[config.mk]
export PLATFORM = sky130hd
export DESIGN_NAME = apb_uart
export DESIGN_NICKNAME = d
export VERILOG_FILES = /design/src/rtl/uart_pkg.sv /design/src/rtl/sync_fifo.sv /design/src/rtl/apb_uart.sv
export SDC_FILE = /design/constraint.sdc
export NUM_CORES = 1
export LEC_CHECK = 0
export CORE_MARGIN = 5
export CORE_UTILIZATION = 60
export CTS_BUF_LIST = sky130_fd_sc_hd__clkbuf_4 sky130_fd_sc_hd__clkbuf_8
export DETAILED_ROUTE_END_ITERATION = 10
export PLACE_DENSITY = 0.81
export SLEW_MARGIN = 10
export SYNTH_ARGS = -nofsm -noshare
export SYNTH_HDL_FRONTEND = slang
export SYNTH_SLANG_ARGS = --single-unit
[constraint.sdc]
create_clock -name pclk -period 4.85 [get_ports pclk]
set_input_delay 0.7275 -clock pclk [delete_from_list [all_inputs] [get_ports pclk]]
set_output_delay 0.7275 -clock pclk [all_outputs]
set_load 0.01 [all_outputs]
[src/rtl/uart_pkg.sv]
// Shared definitions for the APB UART: register offsets, STATUS/CTRL bit
// positions, CTRL reset value and the TX/RX state encodings.
package uart_pkg;

  localparam logic [3:0] OFF_DATA   = 4'h0;
  localparam logic [3:0] OFF_STATUS = 4'h4;
  localparam logic [3:0] OFF_DIV    = 4'h8;
  localparam logic [3:0] OFF_CTRL   = 4'hC;

  localparam int ST_RX_NONEMPTY = 0;
  localparam int ST_RX_FULL     = 1;
  localparam int ST_TX_IDLE     = 2;
  localparam int ST_TX_FULL     = 3;
  localparam int ST_FERR        = 4;
  localparam int ST_OVR         = 5;
  localparam int ST_W           = 6;

  localparam int CTRL_TX_EN  = 0;
  localparam int CTRL_RX_EN  = 1;
  localparam int CTRL_IE_RX  = 2;
  localparam int CTRL_IE_TX  = 3;
  localparam int CTRL_IE_ERR = 4;
  localparam int CTRL_W      = 5;

  localparam logic [CTRL_W-1:0] CTRL_RESET = 5'h03;

  typedef enum logic [1:0] {TX_IDLE, TX_START, TX_DATA, TX_STOP} tx_state_t;
  typedef enum logic [1:0] {RX_IDLE, RX_START, RX_DATA, RX_STOP} rx_state_t;

  typedef struct packed {
    tx_state_t tx;
    rx_state_t rx;
  } uart_dbg_t;

endpackage

[src/rtl/sync_fifo.sv]
// Single-clock FIFO with show-ahead read data. A push on a full FIFO is
// accepted when a pop happens in the same cycle.
module sync_fifo #(
  parameter int WIDTH = 8,
  parameter int DEPTH = 16
) (
  input  logic             clk,
  input  logic             rst_n,
  input  logic             push,
  input  logic [WIDTH-1:0] din,
  input  logic             pop,
  output logic [WIDTH-1:0] dout,
  output logic             full,
  output logic             empty
);

  localparam int AW = (DEPTH > 1) ? $clog2(DEPTH) : 1;
  localparam logic [AW:0] DEPTH_C = (AW+1)'(DEPTH);

  logic [WIDTH-1:0] mem [DEPTH];
  logic [AW-1:0]    wr_ptr, rd_ptr;
  logic [AW:0]      count;
  logic             do_push, do_pop;

  assign full    = (count == DEPTH_C);
  assign empty   = (count == '0);
  assign do_pop  = pop && !empty;
  assign do_push = push && (!full || pop);
  assign dout    = mem[rd_ptr];

  always_ff @(posedge clk or negedge rst_n) begin
    if (!rst_n) begin
      wr_ptr <= '0;
      rd_ptr <= '0;
      count  <= '0;
    end else begin
      if (do_push) wr_ptr <= wr_ptr + AW'(1);
      if (do_pop)  rd_ptr <= rd_ptr + AW'(1);
      case ({do_push, do_pop})
        2'b10:   count <= count + (AW+1)'(1);
        2'b01:   count <= count - (AW+1)'(1);
        default: count <= count;
      endcase
    end
  end

  always_ff @(posedge clk) begin
    if (do_push) mem[wr_ptr] <= din;
  end

endmodule

[src/rtl/apb_uart.sv]
// APB-attached 8N1 UART: programmable baud divisor, TX/RX FIFOs, sticky
// framing/overrun flags and a registered level interrupt.
module apb_uart
  import uart_pkg::*;
#(
  parameter int ADDR_WIDTH = 32,
  parameter int DATA_WIDTH = 32,
  parameter int FIFO_DEPTH = 16,
  parameter int DIV_WIDTH  = 16,
  parameter int DIV_RESET  = 867
) (
  input  logic                  pclk,
  input  logic                  presetn,
  input  logic [ADDR_WIDTH-1:0] paddr,
  input  logic [DATA_WIDTH-1:0] pdata,
  output logic [DATA_WIDTH-1:0] prdata,
  input  logic                  psel,
  input  logic                  penable,
  input  logic                  pwrite,
  input  logic [3:0]            pstb,
  output logic                  ready,
  output logic                  perr,
  output logic                  txd,
  input  logic                  rxd,
  output logic                  irq
);

  logic [DIV_WIDTH-1:0] div;
  logic [CTRL_W-1:0]    ctrl;
  logic                 ferr, ovr, ferr_set, ovr_set;
  logic [ST_W-1:0]      status;

  logic       tx_push, tx_pop, tx_full, tx_empty, tx_idle;
  logic [7:0] tx_dout;
  logic       rx_push, rx_pop, rx_full, rx_empty;
  logic [7:0] rx_dout;

  tx_state_t            tx_state, tx_state_d;
  logic [DIV_WIDTH-1:0] tx_cnt, tx_cnt_d;
  logic [2:0]           tx_bit, tx_bit_d;
  logic [7:0]           tx_sh, tx_sh_d;

  rx_state_t            rx_state, rx_state_d;
  logic [DIV_WIDTH-1:0] rx_cnt, rx_cnt_d;
  logic [2:0]           rx_bit, rx_bit_d;
  logic [7:0]           rx_sh, rx_sh_d;
  logic                 rx_meta, rxs, rxs_q, rx_fall, stop_ok, stop_bad;

  // Both state machines, visible to bound checkers
  uart_dbg_t dbg;
  assign dbg = '{tx: tx_state, rx: rx_state};

  sync_fifo #(.WIDTH(8), .DEPTH(FIFO_DEPTH)) u_tx_fifo (
    .clk(pclk), .rst_n(presetn), .push(tx_push), .din(pdata[7:0]),
    .pop(tx_pop), .dout(tx_dout), .full(tx_full), .empty(tx_empty)
  );

  sync_fifo #(.WIDTH(8), .DEPTH(FIFO_DEPTH)) u_rx_fifo (
    .clk(pclk), .rst_n(presetn), .push(rx_push), .din(rx_sh),
    .pop(rx_pop), .dout(rx_dout), .full(rx_full), .empty(rx_empty)
  );

  assign tx_idle = tx_empty && (tx_state == TX_IDLE);
  assign status  = {ovr, ferr, tx_full, tx_idle, rx_full, !rx_empty};

  // Handshake: an access completes on the edge where psel && penable && !ready;
  // ready is then a one-cycle pulse qualifying prdata/perr, both zero otherwise.
  logic                  access, addr_ok, err, wr_status, wr_div, wr_ctrl;
  logic [DATA_WIDTH-1:0] rd_val;
  logic [3:0]            off;
  logic [31:0]           byte_mask;

  assign access    = psel && penable && !ready;
  // Only the 16-byte register window, word aligned, is decoded
  assign addr_ok   = (paddr[1:0] == 2'b00) && (paddr[ADDR_WIDTH-1:4] == '0);
  assign off       = paddr[3:0];
  assign byte_mask = {{8{pstb[3]}}, {8{pstb[2]}}, {8{pstb[1]}}, {8{pstb[0]}}};

  always_comb begin
    rd_val    = '0;
    err       = 1'b0;
    tx_push   = 1'b0;
    rx_pop    = 1'b0;
    wr_status = 1'b0;
    wr_div    = 1'b0;
    wr_ctrl   = 1'b0;
    if (access) begin
      if (!addr_ok) begin
        err = 1'b1;
      end else begin
        case (off)
          OFF_DATA: begin
            if (pwrite) begin
              if (pstb[0]) begin
                if (tx_full) err = 1'b1;
                else         tx_push = 1'b1;
              end
            end else if (rx_empty) begin
              err = 1'b1;
            end else begin
              rx_pop      = 1'b1;
              rd_val[7:0] = rx_dout;
            end
          end
          OFF_STATUS: if (pwrite) wr_status = 1'b1; else rd_val[ST_W-1:0] = status;
          OFF_DIV:    if (pwrite) wr_div = 1'b1;    else rd_val[DIV_WIDTH-1:0] = div;
          OFF_CTRL:   if (pwrite) wr_ctrl = 1'b1;   else rd_val[CTRL_W-1:0] = ctrl;
          default:    err = 1'b1;
        endcase
      end
    end
  end

  always_ff @(posedge pclk or negedge presetn) begin
    if (!presetn) begin
      ready  <= 1'b0;
      prdata <= '0;
      perr   <= 1'b0;
      div    <= DIV_WIDTH'(DIV_RESET);
      ctrl   <= CTRL_RESET;
      ferr   <= 1'b0;
      ovr    <= 1'b0;
      irq    <= 1'b0;
    end else begin
      ready  <= access;
      prdata <= rd_val;
      perr   <= err;
      if (wr_div)
        div <= (div & ~byte_mask[DIV_WIDTH-1:0]) | (pdata[DIV_WIDTH-1:0] & byte_mask[DIV_WIDTH-1:0]);
      if (wr_ctrl && pstb[0]) ctrl <= pdata[CTRL_W-1:0];
      // A flag being set in the same cycle as its clear stays set
      ferr <= ferr_set | (ferr & !(wr_status && pstb[0] && pdata[ST_FERR]));
      ovr  <= ovr_set  | (ovr  & !(wr_status && pstb[0] && pdata[ST_OVR]));
      irq  <= (!rx_empty & ctrl[CTRL_IE_RX]) | (tx_idle & ctrl[CTRL_IE_TX]) |
              ((ferr | ovr) & ctrl[CTRL_IE_ERR]);
    end
  end

  // TX: state register
  always_ff @(posedge pclk or negedge presetn) begin
    if (!presetn) begin
      tx_state <= TX_IDLE;
      tx_cnt   <= '0;
      tx_bit   <= '0;
      tx_sh    <= '0;
    end else begin
      tx_state <= tx_state_d;
      tx_cnt   <= tx_cnt_d;
      tx_bit   <= tx_bit_d;
      tx_sh    <= tx_sh_d;
    end
  end

  // TX: next state; every bit reloads its counter from the live divisor
  always_comb begin
    tx_state_d = tx_state;
    tx_cnt_d   = tx_cnt;
    tx_bit_d   = tx_bit;
    tx_sh_d    = tx_sh;
    case (tx_state)
      TX_IDLE: begin
        if (ctrl[CTRL_TX_EN] && !tx_empty) begin
          tx_state_d = TX_START;
          tx_cnt_d   = div;
          tx_sh_d    = tx_dout;
        end
      end
      TX_START: begin
        if (tx_cnt == '0) begin
          tx_state_d = TX_DATA;
          tx_cnt_d   = div;
          tx_bit_d   = '0;
        end else tx_cnt_d = tx_cnt - DIV_WIDTH'(1);
      end
      TX_DATA: begin
        if (tx_cnt == '0) begin
          tx_cnt_d = div;
          if (tx_bit == 3'd7) tx_state_d = TX_STOP;
          else begin
            tx_bit_d = tx_bit + 3'd1;
            tx_sh_d  = tx_sh >> 1;
          end
        end else tx_cnt_d = tx_cnt - DIV_WIDTH'(1);
      end
      TX_STOP: begin
        if (tx_cnt == '0) tx_state_d = TX_IDLE;
        else              tx_cnt_d   = tx_cnt - DIV_WIDTH'(1);
      end
      default: tx_state_d = TX_IDLE;
    endcase
  end

  // TX: outputs
  always_comb begin
    tx_pop = 1'b0;
    txd    = 1'b1;
    case (tx_state)
      TX_IDLE:  tx_pop = ctrl[CTRL_TX_EN] && !tx_empty;
      TX_START: txd = 1'b0;
      TX_DATA:  txd = tx_sh[0];
      default:  txd = 1'b1;
    endcase
  end

  // RX: synchroniser plus state register
  always_ff @(posedge pclk or negedge presetn) begin
    if (!presetn) begin
      rx_meta  <= 1'b1;
      rxs      <= 1'b1;
      rxs_q    <= 1'b1;
      rx_state <= RX_IDLE;
      rx_cnt   <= '0;
      rx_bit   <= '0;
      rx_sh    <= '0;
    end else begin
      rx_meta  <= rxd;
      rxs      <= rx_meta;
      rxs_q    <= rxs;
      rx_state <= rx_state_d;
      rx_cnt   <= rx_cnt_d;
      rx_bit   <= rx_bit_d;
      rx_sh    <= rx_sh_d;
    end
  end

  assign rx_fall = rxs_q && !rxs;

  // RX: next state; the half-period start wait centres later samples
  always_comb begin
    rx_state_d = rx_state;
    rx_cnt_d   = rx_cnt;
    rx_bit_d   = rx_bit;
    rx_sh_d    = rx_sh;
    case (rx_state)
      RX_IDLE: begin
        if (ctrl[CTRL_RX_EN] && rx_fall) begin
          rx_state_d = RX_START;
          rx_cnt_d   = div >> 1;
        end
      end
      RX_START: begin
        if (rx_cnt == '0) begin
          if (!rxs) begin
            rx_state_d = RX_DATA;
            rx_cnt_d   = div;
            rx_bit_d   = '0;
          end else rx_state_d = RX_IDLE;
        end else rx_cnt_d = rx_cnt - DIV_WIDTH'(1);
      end
      RX_DATA: begin
        if (rx_cnt == '0) begin
          rx_sh_d  = {rxs, rx_sh[7:1]};
          rx_cnt_d = div;
          if (rx_bit == 3'd7) rx_state_d = RX_STOP;
          else                rx_bit_d   = rx_bit + 3'd1;
        end else rx_cnt_d = rx_cnt - DIV_WIDTH'(1);
      end
      RX_STOP: begin
        if (rx_cnt == '0) rx_state_d = RX_IDLE;
        else              rx_cnt_d   = rx_cnt - DIV_WIDTH'(1);
      end
      default: rx_state_d = RX_IDLE;
    endcase
  end

  // RX: outputs at the stop-bit sample
  always_comb begin
    stop_ok  = (rx_state == RX_STOP) && (rx_cnt == '0) && rxs;
    stop_bad = (rx_state == RX_STOP) && (rx_cnt == '0) && !rxs;
    rx_push  = stop_ok && (!rx_full || rx_pop);
    ovr_set  = stop_ok && rx_full && !rx_pop;
    ferr_set = stop_bad;
  end

  logic unused_ok;
  assign unused_ok = ^{pdata, pstb, byte_mask, dbg};

endmodule

==> flow_summary_export.csv <==
group,metric,value,unit
status,status,"completed",
job,drv_cap,0,
synthesis,yosys_warnings,0,
final_layout,final_common_cell,"edfxtp_1",
cts,cts.sinks,385,
synthesis,synthMuxAreaShare,0.125,
worst_setup_path,path_depth,14,
worst_setup_path,crit_fanout,19,
routing,vias,11200,
worst_setup_path,end_kind,"register",
final_layout,stdcell_count,1750,
synthesis,async_flop_share,0.335,
synthesis,synthAdderAreaFrac,0.0249,
worst_setup_path,cp.required,5.32,ns
placement,dp.cells,1639,
cts,cts_buffer_depth,3,
sta,fmax,261,MHz
worst_setup_path,cp_slowest_stage_delay,0.61,ns
sta,rsz0062_at_grt,"false",
synthesis,syn_area_per_cell,14.4,sq um
final_layout,layout-drive-gt1-share,0.195,
synthesis,synth_top_area_share,0.442,
cts,cts_tree,"done",
routing,drt_iter0_drc,1471,
final_layout,final_cell_mix,"256 x edfxtp_1, 117 x dfrtp_1, 83 x nand2_1, 74 x clkdlybuf4s50_1, 66 x clkbuf_8",
routing,drt-total-wl,40000,um
sta,worstMarginPinSlew,1.29,ns
routing,wire_per_inst,22.8,um
global_route,grt-ovfl-total,0,
synthesis,synthXorXnorAreaFrac,0.0141,
global_route,grt_max_degree,103,
cts,numCtsBuffers,59,
routing,viasPerCell,6.39,
worst_setup_path,slowest_stage,"or4_4",
cts,cts-root-buf,"clkbuf_8",
synthesis,netlist_top_cells_area,"edfxtp_1 44%, dfrtp_1 17%, mux4_2 7.6%",
cts,clkTransAtPathRegs,0.06,ns
synthesis,netlist_area,17400,sq um
worst_setup_path,rr_startpoint,"rx_cnt[8]",
floorplan,start_util,0.606,
final_layout,stdcell_area,19700,sq um
floorplan,die_h,180,um
global_route,antenna_found_initial,3,
sta,slew_violations,0,
cts,post_cts_buffers,0,
synthesis,ys_ff_latch,385,
global_route,grt_pass1_wl,62800,um
global_route,grt_pass1_vias,11100,
synthesis,synth_compound_area_frac,0.0858,
final_layout,multiInputGateArea,6030,sq um
placement,gp_congestion,0.905,
floorplan,ios,110,
routing,ant_nets,0,
worst_setup_path,crit_path_frequent_cell,"ha_1",
floorplan,die_x,180,um
worst_setup_path,path_cells,"clkdlybuf4s50_1 > or4_4 > a2111o_1 > nor3_4 > o21a_4 > inv_1 > ha_1 > xor2_1 > ha_1 > nand3b_1 > o21ai_0 > a222oi_1 > nor2_1 > xnor2_1",
cts,ctsResizeCount,0,
placement,dpl.hpwl,26300,um
cts,clock_latency,0.61,ns
synthesis,yosysTopAreaCell,"edfxtp_1",
synthesis,yosysSeqAreaShare,0.628,
sta,finalSetupViolCount,0,
sta,slew_headroom,0.138,
power_and_ir_drop,ir_worst_vdd,0.266,mV
sta,post-route-period-util,0.789,
worst_setup_path,r2r_slack,1.05,ns
worst_setup_path,crit_buf_inv,2,
sta,finalHoldViolations,0,
global_route,track_usage,0.243,
power_and_ir_drop,powerDensity,317,nW/um^2
synthesis,synthFlopType,"edfxtp_1",
synthesis,synth_top_family_by_area,"multiplexers",
final_layout,syn_to_final_growth,13.4,%
cts,cts_hold_buf,0,
final_layout,fillCellCount,1914,
worst_setup_path,cp_top_family,"simple AND/OR/NAND/NOR gates",
sta,fin_setup_tns,0,ns
worst_setup_path,path_class,"in -> reg",
synthesis,syn_inst,1206,
routing,dr.pass1.iters,8,
synthesis,yosysUniqueCellTypes,85,
min_path,hp-class,"in -> async",
floorplan,rows,62,
routing,drcViolationCount,0,
worst_setup_path,worstRegToRegCells,13,
sta,min_period,3.82,ns
placement,placed_area,18600,sq um
synthesis,synth_edf_count,256,
final_layout,seq_area,10900,sq um
sta,finalClockSkew,0.0294,ns
cts,htreeDepth,2,
worst_setup_path,timing.rr.end,"u_rx_fifo.count[4]",
placement,portBuffers,75,
floorplan,fp.coreArea,28700,sq um
worst_setup_path,cp.arrival,4.29,ns
floorplan,dieArea,32500,sq um
worst_setup_path,worstSetupStartpointType,"primary input",
synthesis,synthSimpleGateAreaFrac,0.0934,
final_layout,fin_nets,1424,
power_and_ir_drop,leakage,7.73,nW
metrics by stage:
step | hold WS (ns) | setup slack (ns) | total power [mW] | util
detailed placement | 0.349 | 0.457 | 3.68 | 0.646
global placement | 0.348 | 0.560 | 3.68 | 0.646
CTS | 0.278 | 1.08 | 6.31 | 0.688
finish | 0.248 | 1.03 | 6.27 | 0.688
global route | 0.317 | 0.862 | 6.49 | 0.688
floorplan | 0.345 | 1.21 | 3.59 | -
flip-flops by register name, indices dropped and copies added, names as in the netlist, 2 cells and up, named ones only:
name,flops
rx_bit,3
ctrl,5
u_rx_fifo.mem,128
u_rx_fifo.count,5
u_rx_fifo.wr_ptr,4
rx_cnt,16
tx_sh,8
tx_state,2
u_tx_fifo.mem,128
prdata,16
tx_bit,3
u_tx_fifo.count,5
tx_cnt,16
u_tx_fifo.wr_ptr,4
u_tx_fifo.rd_ptr,4
rx_sh,8
u_rx_fifo.rd_ptr,4
layout make-up:
| class | count | share of cell area |
|---|---|---|
| repair buffers | 104 | 0.0491 |
| well taps | 384 | 0.0243 |
| clock inverters | 21 | 0.00539 |
| flip-flops and latches | 385 | 0.554 |
| inverters | 39 | 0.00741 |
| multi-input cells | 727 | 0.305 |
| clock buffers | 89 | 0.0547 |
| diodes | 1 | 0.000127 |
cell usage after synthesis (19+ instances only):
cell,count
nand2_1,83
mux2i_1,29
and3_1,31
nor2_1,41
o21ai_0,41
clkbuf_1,29
inv_1,39
nand3_1,20
mux4_2,59
edfxtp_1,256
ha_1,33
nor3_1,33
nor4_1,21
a21oi_1,29
mux2_2,49
xnor2_1,19
dfrtp_1,118
layer usage:
metal | vias to the layer above | global-route usage | share of wire | wire length [um]
li1 | 4915 | - | - | -
met1 | 5622 | 0.345 | 0.40 | 15900
met2 | 557 | 0.395 | 0.50 | 19800
met3 | 89 | 0.0424 | 0.080 | 3200
met4 | 4 | 0.0684 | 0.026 | 1050
met5 | - | 0 | 0.00053 | 21
worst max-delay path by stage:
stage	startpoint	endpoint	slack (ns)
after floorplan	paddr[3]	u_rx_fifo.count[4]	1.21
after global placement	paddr[1]	u_rx_fifo.count[4]	0.56
after detailed placement	paddr[1]	u_rx_fifo.count[4]	0.46
after CTS	paddr[1]	u_rx_fifo.count[4]	1.08
after global routing	paddr[1]	u_rx_fifo.count[4]	0.86
final	paddr[1]	u_rx_fifo.count[4]	1.03
cells by family after synthesis:
| kind of cell | count (synthesis) |
|---|---|
| other | 1 |
| XOR/XNOR | 28 |
| flip-flops | 385 |
| AND/OR/NAND/NOR | 302 |
| AO/OA/AOI/OAI | 210 |
| adder cells (fa/ha/maj) | 34 |
| multiplexers | 137 |
| buffers and inverters | 109 |
report_power, final:
group          internal [mW]  switching, mW  leakage, nW
sequential              3.50        0.00185         4.39
clock                   1.43           1.22        0.637
combinational         0.0475         0.0710         2.71
total                   4.97           1.29         7.73
(Power assumes the default switching activity.)
